$ cat src/rtl/i2s_tx_serializer_if.sv
// Sample-pair handshake between a PCM producer and the I2S transmitter.
//   SampleL/SampleR : stereo pair, two's complement, SAMPLE_W bits each
//   SampleValid     : producer offers a pair
//   SampleReady     : transmitter holding register is empty
// A pair transfers on any rising clock edge with SampleValid && SampleReady.
interface i2s_tx_serializer_if #(
  parameter int SAMPLE_W = 16
);
  logic [SAMPLE_W-1:0] SampleL;
  logic [SAMPLE_W-1:0] SampleR;
  logic                SampleValid;
  logic                SampleReady;

  modport master (output SampleL, SampleR, SampleValid, input  SampleReady);
  modport slave  (input  SampleL, SampleR, SampleValid, output SampleReady);
endinterface

$ cat src/rtl/i2s_tx_serializer.sv
// Stereo I2S transmitter running directly on I2SCLK.
// One stereo pair is buffered in a holding register ahead of the frame being
// shifted out; a frame boundary with an empty holding register sends a silent
// frame and is recorded as an underrun.
//
// Ports
//   I2SCLK        in   sole clock, rising edge
//   nReset        in   asynchronous active-low reset
//   Enable        in   run the serial interface
//   smp           if   sample handshake (slave side)
//   ClearStatus   in   clears Underrun / UnderrunCount
//   BCLK          out  bit clock, period 2*HALF_DIV I2SCLK cycles
//   LRCLK         out  word select (0 = left, 1 = right)
//   SDATA         out  serial data, MSB first, one BCLK after LRCLK changes
//   FrameStart    out  one-cycle pulse at each frame boundary
//   Underrun      out  sticky underrun flag
//   UnderrunCount out  saturating underrun count
module i2s_tx_serializer #(
  parameter int SAMPLE_W = 16,
  parameter int SLOT_W   = 32,
  parameter int HALF_DIV = 2
) (
  input  logic                I2SCLK,
  input  logic                nReset,
  input  logic                Enable,
  i2s_tx_serializer_if.slave  smp,
  input  logic                ClearStatus,
  output logic                BCLK,
  output logic                LRCLK,
  output logic                SDATA,
  output logic                FrameStart,
  output logic                Underrun,
  output logic [7:0]          UnderrunCount
);

  localparam int BIT_W = $clog2(2*SLOT_W);
  localparam int DIV_W = (HALF_DIV > 1) ? $clog2(HALF_DIV) : 1;
  localparam logic [BIT_W-1:0] BIT_LAST = BIT_W'(2*SLOT_W-1);
  localparam logic [BIT_W-1:0] SLOT_LEN = BIT_W'(SLOT_W);
  localparam logic [BIT_W-1:0] SMP_LEN  = BIT_W'(SAMPLE_W);
  localparam logic [DIV_W-1:0] DIV_LAST = DIV_W'(HALF_DIV-1);

  // run_q delays the divider start by one cycle after Enable rises so the
  // first frame boundary lands 2*HALF_DIV cycles after Enable is sampled.
  logic                run_q,       run_d;
  logic [DIV_W-1:0]    div_q,       div_d;
  logic                bclk_q,      bclk_d;
  logic [BIT_W-1:0]    bit_q,       bit_d;
  logic                lrclk_q,     lrclk_d;
  logic                sdata_q,     sdata_d;
  logic                fs_q,        fs_d;
  logic [SAMPLE_W-1:0] shl_q,       shl_d;
  logic [SAMPLE_W-1:0] shr_q,       shr_d;
  logic                hold_full_q, hold_full_d;
  logic [SAMPLE_W-1:0] hol_q,       hol_d;
  logic [SAMPLE_W-1:0] hor_q,       hor_d;
  logic                und_q,       und_d;
  logic [7:0]          ucnt_q,      ucnt_d;

  logic                accept;
  logic                fall;
  logic                boundary;
  logic [BIT_W-1:0]    bit_nxt;
  logic [BIT_W-1:0]    pos;
  logic [BIT_W-1:0]    shamt;
  logic [SAMPLE_W-1:0] word;
  logic [SAMPLE_W-1:0] shifted;

  always_comb begin
    run_d       = Enable;
    div_d       = div_q;
    bclk_d      = bclk_q;
    bit_d       = bit_q;
    lrclk_d     = lrclk_q;
    sdata_d     = sdata_q;
    fs_d        = 1'b0;
    shl_d       = shl_q;
    shr_d       = shr_q;
    hold_full_d = hold_full_q;
    hol_d       = hol_q;
    hor_d       = hor_q;
    und_d       = und_q;
    ucnt_d      = ucnt_q;
    fall        = 1'b0;
    boundary    = 1'b0;
    bit_nxt     = bit_q;
    pos         = '0;
    shamt       = '0;
    word        = '0;
    shifted     = '0;

    accept = smp.SampleValid && !hold_full_q;

    if (ClearStatus) begin
      und_d  = 1'b0;
      ucnt_d = 8'd0;
    end

    // Handshake runs regardless of Enable; accept implies the register was
    // empty, so it never collides with the boundary drain below.
    if (accept) begin
      hold_full_d = 1'b1;
      hol_d       = smp.SampleL;
      hor_d       = smp.SampleR;
    end

    if (!Enable) begin
      div_d   = '0;
      bclk_d  = 1'b0;
      bit_d   = BIT_LAST;
      lrclk_d = 1'b0;
      sdata_d = 1'b0;
      shl_d   = '0;
      shr_d   = '0;
    end else if (run_q) begin
      if (div_q == DIV_LAST) begin
        div_d  = '0;
        bclk_d = !bclk_q;
        fall   = bclk_q;
      end else begin
        div_d = div_q + 1'b1;
      end
    end

    if (fall) begin
      bit_nxt  = (bit_q == BIT_LAST) ? '0 : bit_q + 1'b1;
      bit_d    = bit_nxt;
      boundary = (bit_nxt == '0);
      lrclk_d  = (bit_nxt >= SLOT_LEN);
      pos      = lrclk_d ? bit_nxt - SLOT_LEN : bit_nxt;

      if (boundary) begin
        fs_d = 1'b1;
        if (hold_full_q) begin
          shl_d       = hol_q;
          shr_d       = hor_q;
          hold_full_d = 1'b0;
        end else begin
          shl_d  = '0;
          shr_d  = '0;
          und_d  = 1'b1;
          // A clear in the same cycle wipes the old count, then this
          // underrun is the first one counted.
          if (ClearStatus)         ucnt_d = 8'd1;
          else if (ucnt_q != 8'hFF) ucnt_d = ucnt_q + 8'd1;
        end
      end

      // Position 0 of each slot is the I2S one-bit delay; bits 1..SAMPLE_W
      // carry the sample MSB first. At the boundary pos is 0, so using the
      // pre-load shadow here is harmless.
      word    = lrclk_d ? shr_q : shl_q;
      shamt   = SMP_LEN - pos;
      shifted = word >> shamt;
      sdata_d = (pos != '0) && (pos <= SMP_LEN) && shifted[0];
    end
  end

  always_ff @(posedge I2SCLK or negedge nReset) begin
    if (!nReset) begin
      run_q       <= 1'b0;
      div_q       <= '0;
      bclk_q      <= 1'b0;
      bit_q       <= BIT_LAST;
      lrclk_q     <= 1'b0;
      sdata_q     <= 1'b0;
      fs_q        <= 1'b0;
      shl_q       <= '0;
      shr_q       <= '0;
      hold_full_q <= 1'b0;
      hol_q       <= '0;
      hor_q       <= '0;
      und_q       <= 1'b0;
      ucnt_q      <= 8'd0;
    end else begin
      run_q       <= run_d;
      div_q       <= div_d;
      bclk_q      <= bclk_d;
      bit_q       <= bit_d;
      lrclk_q     <= lrclk_d;
      sdata_q     <= sdata_d;
      fs_q        <= fs_d;
      shl_q       <= shl_d;
      shr_q       <= shr_d;
      hold_full_q <= hold_full_d;
      hol_q       <= hol_d;
      hor_q       <= hor_d;
      und_q       <= und_d;
      ucnt_q      <= ucnt_d;
    end
  end

  assign smp.SampleReady = !hold_full_q;
  assign BCLK            = bclk_q;
  assign LRCLK           = lrclk_q;
  assign SDATA           = sdata_q;
  assign FrameStart      = fs_q;
  assign Underrun        = und_q;
  assign UnderrunCount   = ucnt_q;

endmodule

$ cat src/flat_wrapper.sv
// flat-port wrapper written by rule: the top's interface ports become plain ports
module i2s_tx_serializer_flat 
#(
  parameter int SAMPLE_W = 16,
  parameter int SLOT_W   = 32,
  parameter int HALF_DIV = 2
)
  (I2SCLK, nReset, Enable, ClearStatus, BCLK, LRCLK, SDATA, FrameStart, Underrun, UnderrunCount, smp_SampleL, smp_SampleR, smp_SampleValid, smp_SampleReady);
  i2s_tx_serializer_if #(.SAMPLE_W(SAMPLE_W)) smp_i ();
  input  logic I2SCLK;
  input  logic nReset;
  input  logic Enable;
  input  logic ClearStatus;
  output logic BCLK;
  output logic LRCLK;
  output logic SDATA;
  output logic FrameStart;
  output logic Underrun;
  output logic [7:0] UnderrunCount;
  input wire logic [$bits(smp_i.SampleL)-1:0] smp_SampleL;
  input wire logic [$bits(smp_i.SampleR)-1:0] smp_SampleR;
  input wire logic [$bits(smp_i.SampleValid)-1:0] smp_SampleValid;
  output wire logic [$bits(smp_i.SampleReady)-1:0] smp_SampleReady;
  assign smp_i.SampleL = smp_SampleL;
  assign smp_i.SampleR = smp_SampleR;
  assign smp_i.SampleValid = smp_SampleValid;
  assign smp_SampleReady = smp_i.SampleReady;
  i2s_tx_serializer #(.SAMPLE_W(SAMPLE_W), .SLOT_W(SLOT_W), .HALF_DIV(HALF_DIV)) u_core (.I2SCLK(I2SCLK), .nReset(nReset), .Enable(Enable), .smp(smp_i), .ClearStatus(ClearStatus), .BCLK(BCLK), .LRCLK(LRCLK), .SDATA(SDATA), .FrameStart(FrameStart), .Underrun(Underrun), .UnderrunCount(UnderrunCount));
endmodule
$ cat config.mk
export PLATFORM = sky130hd
export DESIGN_NAME = i2s_tx_serializer_flat
export DESIGN_NICKNAME = d
export VERILOG_FILES = /design/src/rtl/i2s_tx_serializer_if.sv /design/src/rtl/i2s_tx_serializer.sv /design/src/flat_wrapper.sv
export SDC_FILE = /design/constraint.sdc
export NUM_CORES = 1
export LEC_CHECK = 0
export ABC_AREA = 1
export CORE_MARGIN = 5
export CORE_UTILIZATION = 57
export DETAILED_ROUTE_END_ITERATION = 7
export PLACE_DENSITY = 0.82
export SYNTH_ARGS = -nofsm -noshare
export SYNTH_HDL_FRONTEND = slang
export SYNTH_SLANG_ARGS = --single-unit
$ cat constraint.sdc
create_clock -name I2SCLK -period 3.3 [get_ports I2SCLK]
set_input_delay 0.495 -clock I2SCLK [delete_from_list [all_inputs] [get_ports I2SCLK]]
set_output_delay 0.495 -clock I2SCLK [all_outputs]
set_load 0.02 [all_outputs]
---- Yosys cells after proc, flatten, opt, wreduce, memory -nomap -nowiden ----
Cells that the tools add are included.
W data, S select, Z words.
storage, ports and cells
  bits in registers ....................... 86
  latch bits .............................. 0
  RAM bits ................................ 0
  memory bits (read-only) ................. 0
  input port bits ......................... 37
  output and inout port bits .............. 14
  memories kept ........................... 0
cells by class
  add/subtract/negate cells ............... 5
  $mul .................................... 0
  div/mod/pow operators ................... 0
  order comparisons ....................... 2
  eq/ne operators ......................... 5
  shift-type cells ........................ 1
  mux-type cells .......................... 41
  bitwise operators ....................... 0
  reductions and logical operators ........ 8
operators by type and width
  cell                   count
  $mux W16               9
  $mux W8                6
  $mux W6                4
  $mux W1                22
  $shr A16 B6 Y1         1
  $add A8 B1 Y8 const B  1
  $ne A8 B8 Y1 const B   1
  $add A6 B1 Y6 const B  1
  $eq A6 B6 Y1 const B   1
  $ge A6 B6 Y1 const B   1
  $le A6 B5 Y1 const B   1
  $logic_not A6 Y1       1
  $ne A2 B1 Y1 const B   3
  $reduce_bool A6 Y1     1
  $sub A5 B6 Y6 const A  1
  $sub A6 B6 Y6 const B  1
  $logic_and A1 B1 Y1    3
  $logic_not A1 Y1       2
  $reduce_and A2 Y1      1
  $add A1 B1 Y1 const B  1

---- Logic depth before layout (Yosys ltp) ----
  depth after elaboration ................. 8
  depth in mapped cells ................... 14
  depth with buffers taken out ............ 13

---- Least setup slack after synthesis ----
No wires, ideal clock.
  kind .................................... register to register
  start point ............................. reg u_core.bit_q[1]
  end point ............................... reg u_core.ucnt_q[3] (netlist: u_core.UnderrunCount[3])
  data arrival time ....................... 1.954 ns
  required time ........................... 3.236 ns
  setup slack ............................. 1.282 ns
  cell stages (with the launch flop) ...... 13
  buffers on the path ..................... 0
  period minus slack after synthesis ...... 2.018 ns
  path through ............................ dfstp_2 ha_1 nand2_1 nor2_2 nor2_1 nand2_4 nand2_4 nor3_4 nand2_2 nor2_2 nand2_1 a21oi_1 o21a_1
between the ends
  word-level cells in the longest chain between the ends .. 5
  elaborated cells between the ends (all ways) .. 6
  those cells by class .................... add/sub (1); eq/ne (1); mux (3); reduce/logical (1)
ends and longest elaborated chain
  item                                           line                      source
  from (decl)                                    i2s_tx_serializer.sv:48   logic [BIT_W-1:0] bit_q, bit_d;
  from (signal assigned)                         i2s_tx_serializer.sv:179  bit_q <= bit_d;
  $add A6 B1 Y6 or $eq A6 B6 Y1 (tied branches)  i2s_tx_serializer.sv:126  bit_nxt = (bit_q == BIT_LAST) ? '0 : bit_q + 1'b1;
  $mux W6 (*)                                    i2s_tx_serializer.sv:126
  $logic_not A6 Y1 (*)                           i2s_tx_serializer.sv:128  boundary = (bit_nxt == '0);
  $mux W8 (*)                                    i2s_tx_serializer.sv:132  if (boundary) begin
  $mux W8 (*)                                    i2s_tx_serializer.sv:125  if (fall) begin
  net u_core.ucnt_d[3]                           i2s_tx_serializer.sv:58   logic [7:0] ucnt_q, ucnt_d;
  to (signal assigned)                           i2s_tx_serializer.sv:189  ucnt_q <= ucnt_d;
  to (decl)                                      i2s_tx_serializer.sv:58
The timed path passes the listed nets; every way through them passes the cells marked *.
A chain may end at the register's enable or synchronous reset.

---- Worst setup path after layout ----
  start point ............................. reg u_core.bit_q[1]
  end point ............................... reg u_core.shr_q[11]
between the ends
  word-level cells in the longest chain between the ends .. 5
  elaborated cells between the ends (all ways) .. 6
  those cells by class .................... add/sub (1); eq/ne (1); mux (3); reduce/logical (1)
ends and longest elaborated chain
  item                                           line                      source
  $add A6 B1 Y6 or $eq A6 B6 Y1 (tied branches)  i2s_tx_serializer.sv:126
  $mux W6 (*)                                    i2s_tx_serializer.sv:126
  $logic_not A6 Y1 (*)                           i2s_tx_serializer.sv:128
  $mux W16 (*)                                   i2s_tx_serializer.sv:132
  $mux W16 (*)                                   i2s_tx_serializer.sv:125
  net u_core.shr_d[11]                           i2s_tx_serializer.sv:53   logic [SAMPLE_W-1:0] shr_q, shr_d;
  to (signal assigned)                           i2s_tx_serializer.sv:184  shr_q <= shr_d;
  to (decl)                                      i2s_tx_serializer.sv:53
Marks and branches as above.

==> flow_metrics.tcl <==
set metrics [dict create \
    synth_cell_type_count 35 \
    worst_pin_slew_ns 1.04 \
    grtUsageMet2_pct 33.9 \
    cts_resized 0 \
    antenna_left 0 \
    syn_inst 428 \
    max_slew_margin_pct 30.4 \
    first_pass_iters 4 \
    crit_path_max_fanout 15 \
    setup_viol 0 \
    ys_ff_latch 86 \
    p_switching_w 0.000550 \
    p_int_w 0.00158 \
    fin_setup_tns_ns 0 \
    grt_pass1_vias 3125 \
    powerDensity_nw_per_um2 442 \
    outcome "finished clean" \
    yosys_warnings 0 \
    finalNonFillerCells 574 \
    power_frac_clock_pct 30.9 \
    hpwl_mm 5.84 \
    cts_made_buffers 9 \
    syn_to_final_growth_pct 18.2 \
    dr_total_vias 3167 \
    hold_buffers 0 \
    grt_remaining_overflow 0 \
    via_per_inst 5.52 \
    grt_pass1_wl_mm 14.6 \
    period_needed_ns 2.66 \
    drive_gt1_share_pct 14.4 \
    die_y_um 94.5 \
    irDropWorstVdd_uv 281 \
    ios 51 \
    utilization_pct 70.1 \
    crit_required_ns 3.56 \
    netlist_area_um2 4070 \
    fmax_mhz 377 \
    critPathLaunchType "flop" \
    core_area_um2 6870 \
    drc_errors 0 \
    arrival_ns 2.92 \
    hold_viol 0 \
    post_cts_buffers 0 \
    rows 30 \
    finalClockSkew_ns 0.00758 \
    worst-setup-path-type "flop to flop" \
    switching_share_pct 25.9 \
    die-area_um2 8930 \
    drt-initial-drc-count 222 \
    use_met3_pct 5.42 \
    clk_path_buf_depth 2 \
    io_buffers 50 \
    wirelength_mm 8.45 \
    diodes 0 \
    track_usage_pct 21.1 \
    dp.cells 558 \
    drt-wirelength-per-cell_um 14.7 \
    nFillCells 542 \
    max-cap-violations 0 \
    ys_seq_area_share_pct 53.1 \
    finalMaxSlewViolations 0 \
    avgSynthCellArea_um2 9.51 \
    clock-root-buffer "clkbuf_8" \
    period_share_pct 80.5 \
    start_util_pct 59.3 \
    gp_congestion 0.847 \
    finalNetCount 514 \
    antenna_found_initial 0 \
    path_clk_slew_ns 0.09 \
    p_comb_share_pct 11.3 \
    ctsHtreeMaxLevel 3 \
    die_width_um 94.5 \
    grt_max_degree 87 \
    worstHoldPathType "input pin to asynchronous set/reset pin" \
    synth_fp_nets 469 \
    sequentialPowerShare_pct 57.8 \
    leakagePower_nw 2.38 \
    cp-end-kind "flop" \
    cts.sinks 86 \
    top_usage_layer "met2" \
    cts_tree "yes" \
    rsz0062_at_grt "false" \
    grtUsageMet1_pct 27.7 \
    clkLatencyLatePin_ns 0.37 \
]
-- metal layers --
layer	up-vias	wire [µm]
met5	-	0
met1	1517	3750
li1	1541	-
met2	96	4090
met3	13	482
met4	0	138
-- Yosys cell counts --
cell type / instances / area (µm²)
nand4_1: 1 / 6.26
o211ai_1: 9 / 67.6
dfrtp_1: 80 / 2000
inv_2: 2 / 7.51
nand3_2: 1 / 10.0
xor2_1: 2 / 17.5
clkinv_1: 2 / 7.51
o2111ai_1: 1 / 8.76
mux2i_1: 1 / 10.0
inv_1: 55 / 206
dfstp_2: 6 / 158
o21bai_1: 4 / 30.0
o21a_1: 1 / 7.51
o221ai_1: 1 / 8.76
nand2_1: 57 / 214
a22oi_1: 2 / 15.0
nand2_4: 2 / 22.5
a211oi_1: 1 / 7.51
nor3_1: 4 / 20.0
nand3_1: 87 / 435
o31ai_1: 17 / 128
clkbuf_1: 11 / 41.3
buf_2: 4 / 20.0
nor2_1: 11 / 41.3
a21oi_1: 7 / 35.0
nand2_2: 2 / 12.5
buf_1: 5 / 18.8
xnor2_1: 1 / 8.76
mux2_2: 32 / 360
o22ai_1: 2 / 12.5
nor2_2: 3 / 18.8
ha_1: 4 / 50.1
o21ai_0: 6 / 30.0
o21ai_1: 3 / 15.0
nor3_4: 1 / 16.3
-- stage by stage --
step                setup WS (ns)  total power [W]  area [µm²]  hold slack (ns)
floorplan                    1.28          0.00138        4070            0.199
global placement            0.739          0.00147        4640            0.463
detailed placement          0.639          0.00149        4640            0.472
CTS                         0.673          0.00215        4810            0.354
global route                0.358          0.00224        4810            0.396
finish                      0.645          0.00213        4810            0.305
-- cell families after synthesis --
logic type	share of synthesized area, %
AOI/OAI and AO/OA	8.98
DFF	53.1
buffers and inverters	7.41
adders and majority gates	1.23
xor gates and xnor gates	0.646
and+or+nand+nor	19.6
muxes	9.10
-- cell usage in the layout (no fill, tap or decap), drive strengths merged, types with 6 or more instances in the layout --
cell type      instances
clkdlybuf4s50         49
mux2                  32
inv                   58
a21oi                  7
o21ai                  9
clkbuf                10
o211ai                 9
nor2                  14
nand3                 88
nand2                 61
dfrtp                 80
dfstp                  6
o31ai                 17
-- cell type report --
class                      count  area (µm²)  share of cell area (%)
clock inverter                 6        46.3                   0.962
sequential                    86        2160                    44.9
clock buffer                  10         128                    2.65
inverter                      59         221                    4.60
timing repair buffer          54         528                    11.0
multi-input combinational    263        1610                    33.4
tap                           96         120                    2.50
-- power by group through the flow --
stage | Combinational [W] | Sequential, W | Clock [W]
final | 0.000241 | 0.00123 | 0.000657
after global routing | 0.000271 | 0.00124 | 0.000724
after CTS | 0.000244 | 0.00123 | 0.000672
after detailed placement | 0.000242 | 0.00125 | 0
after global placement | 0.000229 | 0.00125 | 0
after floorplan | 0.000150 | 0.00123 | 0
-- worst max-delay path: stages (launching register included) --
cell and delay, ns:
dfstp_2 0.56, ha_1 0.17, nand2_1 0.10, nor2_2 0.19, nand2_1 0.26, nand3_1 0.25
nand2_1 0.14, inv_1 0.13, nand3_1 0.44, nand3_1 0.24, nand2_1 0.07
-- worst paths after layout --
path,from,end,slack (ns),cells past startpoint
max,u_core.bit_q[1],u_core.shr_q[11],0.64,10
min,nReset,u_core.UnderrunCount[7],0.31,1
max reg2reg,u_core.bit_q[1],u_core.shr_q[11],0.64,10
min reg2reg,u_core.SDATA,u_core.SDATA,0.49,2
max in group asynchronous,nReset,u_core.shr_q[14],2.33,1
min in group I2SCLK,u_core.SDATA,u_core.SDATA,0.49,2
-- sequential cells by signal, summed over array words and instances, names as in the netlist, 6 cells and up --
register,cells
u_core.UnderrunCount,8
u_core.bit_q,6
u_core.hol_q,16
u_core.hor_q,16
u_core.shr_q,16
u_core.shl_q,16
(Power assumes the default switching activity.)
